[src/rtl/riscv_imm_decode_stage.sv]
// riscv_imm_decode_stage: registered RV32I/RV64I immediate decode with a 2-entry output buffer.
// Rev 1.0
`default_nettype none

module riscv_imm_decode_stage #(
  parameter int XLEN  = 32,
  parameter bit RV64W = 1'b1
) (
  input  logic            clk,
  input  logic            rst,
  input  logic            flush,
  input  logic            in_valid,
  output logic            in_ready,
  input  logic [31:0]     in_inst,
  input  logic [XLEN-1:0] in_pc,
  output logic            out_valid,
  input  logic            out_ready,
  output logic [XLEN-1:0] out_imm,
  output logic [2:0]      out_fmt,
  output logic            out_illegal,
  output logic [31:0]     out_inst,
  output logic [XLEN-1:0] out_pc
);

  localparam logic [2:0] c_fmt_none = 3'd0;
  localparam logic [2:0] c_fmt_i    = 3'd1;
  localparam logic [2:0] c_fmt_s    = 3'd2;
  localparam logic [2:0] c_fmt_b    = 3'd3;
  localparam logic [2:0] c_fmt_u    = 3'd4;
  localparam logic [2:0] c_fmt_j    = 3'd5;
  localparam logic [2:0] c_fmt_z    = 3'd6;
  localparam bit         c_rv64w    = (XLEN == 64) && RV64W;
  localparam int         c_ew       = XLEN + 3 + 1 + 32 + XLEN;

  generate
    if (XLEN != 32 && XLEN != 64) begin : g_bad_xlen
      $error("riscv_imm_decode_stage: XLEN must be 32 or 64");
    end
  endgenerate

  logic [6:0]      w_opcode;
  logic [2:0]      w_fmt;
  logic            w_legal;
  logic [31:0]     w_imm32;
  logic [XLEN-1:0] w_imm;
  logic [c_ew-1:0] w_entry;

  assign w_opcode = in_inst[6:0];

  always_comb begin
    w_fmt   = c_fmt_none;
    w_legal = 1'b1;
    case (w_opcode)
      7'b0010011, 7'b0000011, 7'b1100111, 7'b0001111: w_fmt = c_fmt_i;
      7'b0100011: w_fmt = c_fmt_s;
      7'b1100011: w_fmt = c_fmt_b;
      7'b0110111, 7'b0010111: w_fmt = c_fmt_u;
      7'b1101111: w_fmt = c_fmt_j;
      7'b0110011: w_fmt = c_fmt_none;
      7'b1110011: w_fmt = in_inst[14] ? c_fmt_z : c_fmt_none;
      7'b0011011: begin
        if (c_rv64w) w_fmt = c_fmt_i;
        else         w_legal = 1'b0;
      end
      7'b0111011: begin
        if (!c_rv64w) w_legal = 1'b0;
      end
      default: w_legal = 1'b0;
    endcase
    if (in_inst[1:0] != 2'b11) w_legal = 1'b0;
    if (!w_legal) w_fmt = c_fmt_none;
  end

  // Every format places its sign bit at bit 31, so one signed widening serves all.
  always_comb begin
    w_imm32 = 32'd0;
    case (w_fmt)
      c_fmt_i: w_imm32 = {{20{in_inst[31]}}, in_inst[31:20]};
      c_fmt_s: w_imm32 = {{20{in_inst[31]}}, in_inst[31:25], in_inst[11:7]};
      c_fmt_b: w_imm32 = {{19{in_inst[31]}}, in_inst[31], in_inst[7], in_inst[30:25],
                          in_inst[11:8], 1'b0};
      c_fmt_u: w_imm32 = {in_inst[31:12], 12'd0};
      c_fmt_j: w_imm32 = {{11{in_inst[31]}}, in_inst[31], in_inst[19:12], in_inst[20],
                          in_inst[30:21], 1'b0};
      c_fmt_z: w_imm32 = {27'd0, in_inst[19:15]};
      default: w_imm32 = 32'd0;
    endcase
  end

  assign w_imm   = XLEN'($signed(w_imm32));
  assign w_entry = {w_imm, w_fmt, ~w_legal, in_inst, in_pc};

  logic [1:0]      r_count;
  logic            r_in_ready;
  logic [c_ew-1:0] r_head;
  logic [c_ew-1:0] r_tail;
  logic            w_push;
  logic            w_pop;
  logic [1:0]      w_count_nxt;

  // Masking with rst keeps the port low during reset yet high on the first cycle after it.
  assign in_ready    = r_in_ready & ~rst;
  assign out_valid   = (r_count != 2'd0);
  assign w_push      = in_valid & in_ready;
  assign w_pop       = out_valid & out_ready;
  assign w_count_nxt = r_count + {1'b0, w_push} - {1'b0, w_pop};

  always_ff @(posedge clk) begin
    if (rst) begin
      r_count    <= 2'd0;
      r_in_ready <= 1'b1;
      r_head     <= '0;
      r_tail     <= '0;
    end else if (flush) begin
      r_count    <= 2'd0;
      r_in_ready <= 1'b1;
    end else begin
      r_count    <= w_count_nxt;
      r_in_ready <= (w_count_nxt != 2'd2);
      // A full buffer never sees a push, since ready was already low.
      if (w_pop) begin
        if (r_count == 2'd2) r_head <= r_tail;
        else if (w_push)     r_head <= w_entry;
      end else if (w_push) begin
        if (r_count == 2'd0) r_head <= w_entry;
        else                 r_tail <= w_entry;
      end
    end
  end

  assign {out_imm, out_fmt, out_illegal, out_inst, out_pc} = out_valid ? r_head : '0;

endmodule

`default_nettype wire

[config.mk]
export PLATFORM = sky130hd
export DESIGN_NAME = riscv_imm_decode_stage
export DESIGN_NICKNAME = d
export VERILOG_FILES = /design/src/rtl/riscv_imm_decode_stage.sv
export SDC_FILE = /design/constraint.sdc
export NUM_CORES = 1
export LEC_CHECK = 0
export BUFFER_PORTS_ARGS = -buffer_cell sky130_fd_sc_hd__clkbuf_2
export CORE_ASPECT_RATIO = 1.25
export CORE_MARGIN = 5
export CORE_UTILIZATION = 45
export CTS_CLUSTER_SIZE = 25
export DETAILED_ROUTE_END_ITERATION = 7
export PLACE_DENSITY_LB_ADDON = 0.1
export SLEW_MARGIN = 20
export SYNTH_ARGS = -nofsm -noshare
export SYNTH_HDL_FRONTEND = slang
export SYNTH_SLANG_ARGS = --single-unit
[constraint.sdc]
create_clock -name clk -period 5.1 [get_ports clk]
set_clock_uncertainty 0.2 [all_clocks]
set_input_delay 0.51 -clock clk [delete_from_list [all_inputs] [get_ports clk]]
set_output_delay 0.51 -clock clk [all_outputs]
set_load 0.02 [all_outputs]
# Yosys cells after proc, flatten, opt, wreduce, memory -nomap -nowiden
# Cells that the tools add are included.
[classes]
add_sub_neg = 2
eq_ne = 20
muxes = 12
n_bitwise = 8
reduce_logical = 11
[ops]
columns = ["op", "count"]
rows = [
  ["$mux 100", 6],
  ["$pmux 32 s6", 1],
  ["$eq 7x7->1 const B", 4],
  ["$eq 7x6->1 const B", 3],
  ["$pmux 3 s6", 1],
  ["$eq 7x5->1 const B", 2],
  ["$reduce_or 11->1", 1],
  ["$eq 3x3->1 const B", 3],
  ["$reduce_and 4->1", 2],
  ["$reduce_bool 2->1", 4],
  ["$eq 7x2->1 const B", 1],
  ["$eq 7x4->1 const B", 1],
  ["$eq 3x2->1 const B", 2],
  ["$mux 3", 2],
  ["$not 1->1", 5],
  ["$ne 2x2->1 const B", 2],
  ["$reduce_or 2->1", 2],
  ["$reduce_or 4->1", 1],
  ["$and 1x1->1", 3],
  ["$eq 3x1->1 const B", 1],
  ["$add 2x1->2", 1],
  ["$eq 2x2->1 const B", 1],
  ["$logic_not 2->1", 1],
  ["$mux 1", 2],
  ["$sub 2x1->2", 1],
]
[totals]
register_bits = 203
input_bits = 69
output_inout_bits = 102
word_cells = 57

# Logic depth before layout (Yosys ltp)
[logic_depth]
depth_word = 10
ltp_mapped = 13
depth_no_buf = 9

# Least setup slack after synthesis
# Ideal clock, no wire load.
[synth_path]
kind = "reg-to-reg"
startpoint = "register r_count[0]"
endpoint = "register r_head[43]"
setup_ns = 0.142
arrival_ns = 2.681
t_required_ns = 4.758
setup_slack_ns = 2.077
path_stages_with_launch = 13
path_buffers = 4
period_less_slack_ns = 3.023
cell_sequence = "dfxtp_1 nor2_1 clkinv_1 clkbuf_1 nand2_1 ha_1 or2_2 a211oi_1 or2_2 buf_2 buf_2 clkbuf_1 a311oi_1"
[synth_between]
elab_chain_len = 4
word_cells_on_any_way = 10
cone_classes = "eq/ne: 1; mux: 2; bitwise: 1; reduce/logical: 6"
[synth_lines]
columns = ["element", "line_no", "text"]
rows = [
  ["start, declared", "93", "logic [1:0] r_count;"],
  ["start signal, assigned", "118", "r_count <= w_count_nxt;"],
  ["$reduce_bool 2->1 (*)", "103", "assign out_valid = (r_count != 2'd0);"],
  ["named net out_valid", "16", "output logic out_valid,"],
  ["$and 1x1->1 (*)", "105", "assign w_pop = out_valid & out_ready;"],
  ["$reduce_bool 2->1 (no line)", "n/a", ""],
  ["$reduce_and 4->1 (no line)", "n/a", ""],
  ["end signal, assigned", "122", "if (r_count == 2'd2) r_head <= r_tail;"],
  ["end signal, assigned", "123", "else if (w_push) r_head <= w_entry;"],
  ["end signal, assigned", "125", "if (r_count == 2'd0) r_head <= w_entry;"],
  ["end, declared", "95", "logic [c_ew-1:0] r_head;"],
]
# The timed path passes the listed nets; every way through them passes the cells marked *.
# A chain may end at the register's enable or synchronous reset.

# Worst setup path in the final report
[layout_path]
startpoint = "register r_count[1]"
endpoint = "register r_head[3]"
[layout_between]
elab_chain_len = 4
word_cells_on_any_way = 10
cone_classes = "eq/ne: 1; mux: 2; bitwise: 1; reduce/logical: 6"
[layout_lines]
columns = ["element", "line_no"]
rows = [
  ["$reduce_bool 2->1", "103"],
  ["$and 1x1->1", "105"],
  ["$reduce_bool 2->1 (no line)", "n/a"],
  ["$reduce_and 4->1 (no line)", "n/a"],
]
# Several ways; a longest one is shown, not always the timed one.

==> flow_results.xml <==
<?xml version="1.0" encoding="UTF-8"?>
<metrics>
  <group name="synth">
    <metric name="synth.top_cells.by_area" unit="">dfxtp_1 45%, nand2_1 13%, a311oi_1 7.0%</metric>
    <metric name="mappedNetlistNets" unit="">1251</metric>
    <metric name="synthesis.area_per_instance" unit="um2">7.74</metric>
    <metric name="yosysMostFrequentCell" unit="">nand2_1</metric>
    <metric name="syn-cell-area" unit="um2">9130</metric>
    <metric name="synth_compound_gate_area_share" unit="">0.211</metric>
    <metric name="number_of_register_bits_inferred_by_synthesis" unit="">203</metric>
    <metric name="muxShareOfSynthArea" unit="">0</metric>
    <metric name="synth_area_leader_cell" unit="">dfxtp_1</metric>
    <metric name="synth_cell_type_count" unit="">50</metric>
    <metric name="postSynthCellCount" unit="">1179</metric>
    <metric name="asyncSetResetFlopFracSynth" unit="">0</metric>
    <metric name="synth_sequential_area_ratio" unit="">0.445</metric>
    <metric name="synth_top_family_by_area" unit="">simple AND/OR/NAND/NOR gates</metric>
    <metric name="synth-simple-area-share" unit="">0.290</metric>
    <metric name="synthXorXnorAreaFrac" unit="">0.00192</metric>
    <metric name="synthTopCellsByCount" unit="">315 x nand2_1, 203 x dfxtp_1, 119 x nor2_1, 97 x and2_1, 96 x clkbuf_1</metric>
    <metric name="number_of_enable_type_register_cells_in_the_synthesized_netlist" unit="">0</metric>
    <metric name="yosys_most_used_dff" unit="">dfxtp_1</metric>
    <metric name="yosys_warnings" unit="">0</metric>
    <metric name="yosys_top_cell_area_share" unit="">0.445</metric>
    <metric name="synth_fa_ha_area_frac" unit="">0.00411</metric>
  </group>
  <group name="setup_path">
    <metric name="cp.arrival" unit="ns">3.56</metric>
    <metric name="worstSetupPathDepth" unit="">9</metric>
    <metric name="critical_path.slowest_cell" unit="">or2_4</metric>
    <metric name="worst_path_largest_cell_delay" unit="ns">0.51</metric>
    <metric name="timing_worst_setup_path_type" unit="">flip-flop to flip-flop</metric>
    <metric name="critical_path.max_fanout" unit="">98</metric>
    <metric name="timing.critical_path.max_delay_family" unit="">simple AND/OR/NAND/NOR gates</metric>
    <metric name="r2r.worst_path.cells" unit="">9</metric>
    <metric name="timing.critical_path.mode_cell" unit="">buf_4</metric>
    <metric name="critical_path.cell_chain" unit="">nor2_1 &gt; inv_2 &gt; buf_4 &gt; nor3_1 &gt; buf_4 &gt; or2_4 &gt; buf_4 &gt; nor2_1 &gt; a311oi_1</metric>
    <metric name="timing.critical_path.to_type" unit="">flip-flop</metric>
    <metric name="critPathRequiredTime" unit="ns">5.30</metric>
    <metric name="bufs_and_invs_on_worst_path" unit="">4</metric>
    <metric name="timing.critical_path.from_type" unit="">flip-flop</metric>
  </group>
  <group name="die">
    <metric name="design.portCount" unit="">171</metric>
    <metric name="core_region_area" unit="um2">20000</metric>
    <metric name="fp.dieW" unit="um">137</metric>
    <metric name="die-height" unit="um">169</metric>
    <metric name="initial_core_utilization" unit="">0.456</metric>
    <metric name="number_of_rows_in_the_core_area" unit="">58</metric>
    <metric name="design.die.area" unit="um2">23300</metric>
  </group>
  <group name="timing">
    <metric name="tightest_slew" unit="ns">1.10</metric>
    <metric name="finalWorstPathRequiredPeriod" unit="ns">3.36</metric>
    <metric name="rsz_0062_raised_after_global_routing" unit="">no</metric>
    <metric name="timing_max_transition_violations_final" unit="">0</metric>
    <metric name="achievable-frequency" unit="MHz">297</metric>
    <metric name="period_share" unit="">0.660</metric>
    <metric name="timing.slew.headroom" unit="">0.265</metric>
    <metric name="hold_viol" unit="">0</metric>
    <metric name="final.setup.tns" unit="ns">0</metric>
    <metric name="setup_viol" unit="">0</metric>
  </group>
  <group name="detailed_routing">
    <metric name="drt-vias-per-instance" unit="">5.44</metric>
    <metric name="postRouteAntennaNets" unit="">0</metric>
    <metric name="drt_iter0_drc" unit="">603</metric>
    <metric name="post-route-drc-count" unit="">0</metric>
    <metric name="finalWirelength" unit="mm">26.1</metric>
    <metric name="post_drt_wl_per_cell" unit="um">16.6</metric>
    <metric name="dr_total_vias" unit="">8537</metric>
    <metric name="drtPass1Iterations" unit="">5</metric>
  </group>
  <group name="global_routing">
    <metric name="global_route.usage.total" unit="">0.216</metric>
    <metric name="grt_pass1_wl" unit="mm">41.4</metric>
    <metric name="grt_antenna_before_repair" unit="">0</metric>
    <metric name="first_global_vias" unit="">7730</metric>
    <metric name="overflow" unit="">0</metric>
    <metric name="largest_net_degree_at_the_start_of_global_routing" unit="">99</metric>
  </group>
  <group name="pwr">
    <metric name="power.density" unit="nW/um2">323</metric>
    <metric name="vdd.ir_drop.worst" unit="mV">0.216</metric>
    <metric name="leakage" unit="nW">4.05</metric>
  </group>
  <group name="cts">
    <metric name="cts_repair_resize_count" unit="">0</metric>
    <metric name="ctsHoldBuffers" unit="">0</metric>
    <metric name="tritoncts" unit="">yes</metric>
    <metric name="cts_inserted_buffers" unit="">21</metric>
    <metric name="insertion_delay" unit="ns">0.50</metric>
    <metric name="cts.sinks" unit="">203</metric>
    <metric name="postCtsSetupBuffers" unit="">0</metric>
    <metric name="worst_setup_hold_path_clk_slew" unit="ns">0.06</metric>
    <metric name="h_tree_levels" unit="">1</metric>
    <metric name="cts.path.max_buffers" unit="">3</metric>
    <metric name="clock-root-buffer" unit="">clkbuf_16</metric>
  </group>
  <group name="final_layout">
    <metric name="num_antenna_cells" unit="">0</metric>
    <metric name="layout-drive-gt1-share" unit="">0.190</metric>
    <metric name="nets" unit="">1356</metric>
    <metric name="fin_area" unit="um2">10800</metric>
    <metric name="synth_to_final_area_change" unit="%">18.5</metric>
  </group>
  <group name="placement">
    <metric name="final_gp_congestion" unit="">0.807</metric>
    <metric name="placed_area" unit="um2">10100</metric>
    <metric name="place_hpwl" unit="mm">16.2</metric>
    <metric name="io_buffers" unit="">170</metric>
  </group>
  <group name="worst_hold_path">
    <metric name="worst_hold_stages" unit="">3</metric>
    <metric name="holdCritPathClass" unit="">input port to flip-flop</metric>
  </group>
  <group name="run_status">
    <metric name="status" unit="">completed</metric>
  </group>
  <group name="run">
    <metric name="max-cap-violations" unit="">0</metric>
  </group>
</metrics>
-- metrics by stage --
stage          setup WS (ns)  power (W)  utilization  std cells  hold slack, ns
2_1_floorplan           2.08    0.00182            -       1179           0.227
3_3_place_gp            1.46    0.00192        0.504       1531           0.239
3_5_place_dp            1.38    0.00192        0.504       1531           0.247
4_1_cts                 1.70    0.00352        0.539       1569          0.0303
5_1_grt                 1.37    0.00362        0.540       1569          0.0392
6_report                1.74    0.00349        0.540       1569          0.0450
-- metal layers --
layer  global-route usage  vias up  wire length (um)
li1                     -     4256                 -
met2                0.348      236             12700
met1                0.306     4021             11600
met5                    0        -                 0
met4               0.0490        0               327
met3               0.0302       24              1450
-- where the power goes --
| group | internal (W) | switching, W |
|---|---|---|
| clock | 0.000970 | 0.000632 |
| sequential | 0.00162 | 0.0000173 |
| combinational | 0.0000813 | 0.000169 |
| total | 0.00267 | 0.000818 |
-- state kept, by name, summed over array words and instances (netlist names) --
register,flops
r_count,2
r_in_ready,1
r_tail,100
r_head,100
-- tightest hold or removal path, stage by stage --
cell	delay [ns]
clkbuf_2	0.09
nand2_1	0.05
a21oi_1	0.05
-- cells in the final DEF, fill, tap and decap left out, types with 10 or more instances in the layout --
cell         n
nor2_1     117
and2_1      97
clkbuf_16   21
nor3_1      19
a311oi_1    73
buf_4       15
dfxtp_1    203
clkbuf_2   169
o21ai_0     15
a221oi_2    10
a211oi_1    35
a21oi_1     84
nand2_1    314
-- area by class of cell --
cell class	count	area [um2]
fillers	1968	9220
multi-input cells	863	4670
flip-flops and latches	203	4060
repair buffers	186	990
clock buffers	29	596
well taps	270	338
clock inverters	9	124
inverters	9	33.8
-- worst paths after layout --
check | startpoint | end | slack, ns
setup / recovery | r_count[1] | r_head[3] | 1.74
hold / removal | in_pc[3] | r_tail[3] | 0.04
setup reg to reg | r_count[1] | r_head[3] | 1.74
hold reg to reg | r_tail[16] | r_tail[16] | 0.25
-- logic make-up (layout without fill, tap and decap cells) --
logic type / Yosys count / after routing
XOR/XNOR: 2 / 2
buffers and inverters: 113 / 233
flip-flops: 203 / 203
AND/OR/NAND/NOR: 595 / 595
AO/OA/AOI/OAI: 263 / 263
adder cells (fa/ha/maj): 3 / 3
Power figures use the tool's default switching activity.
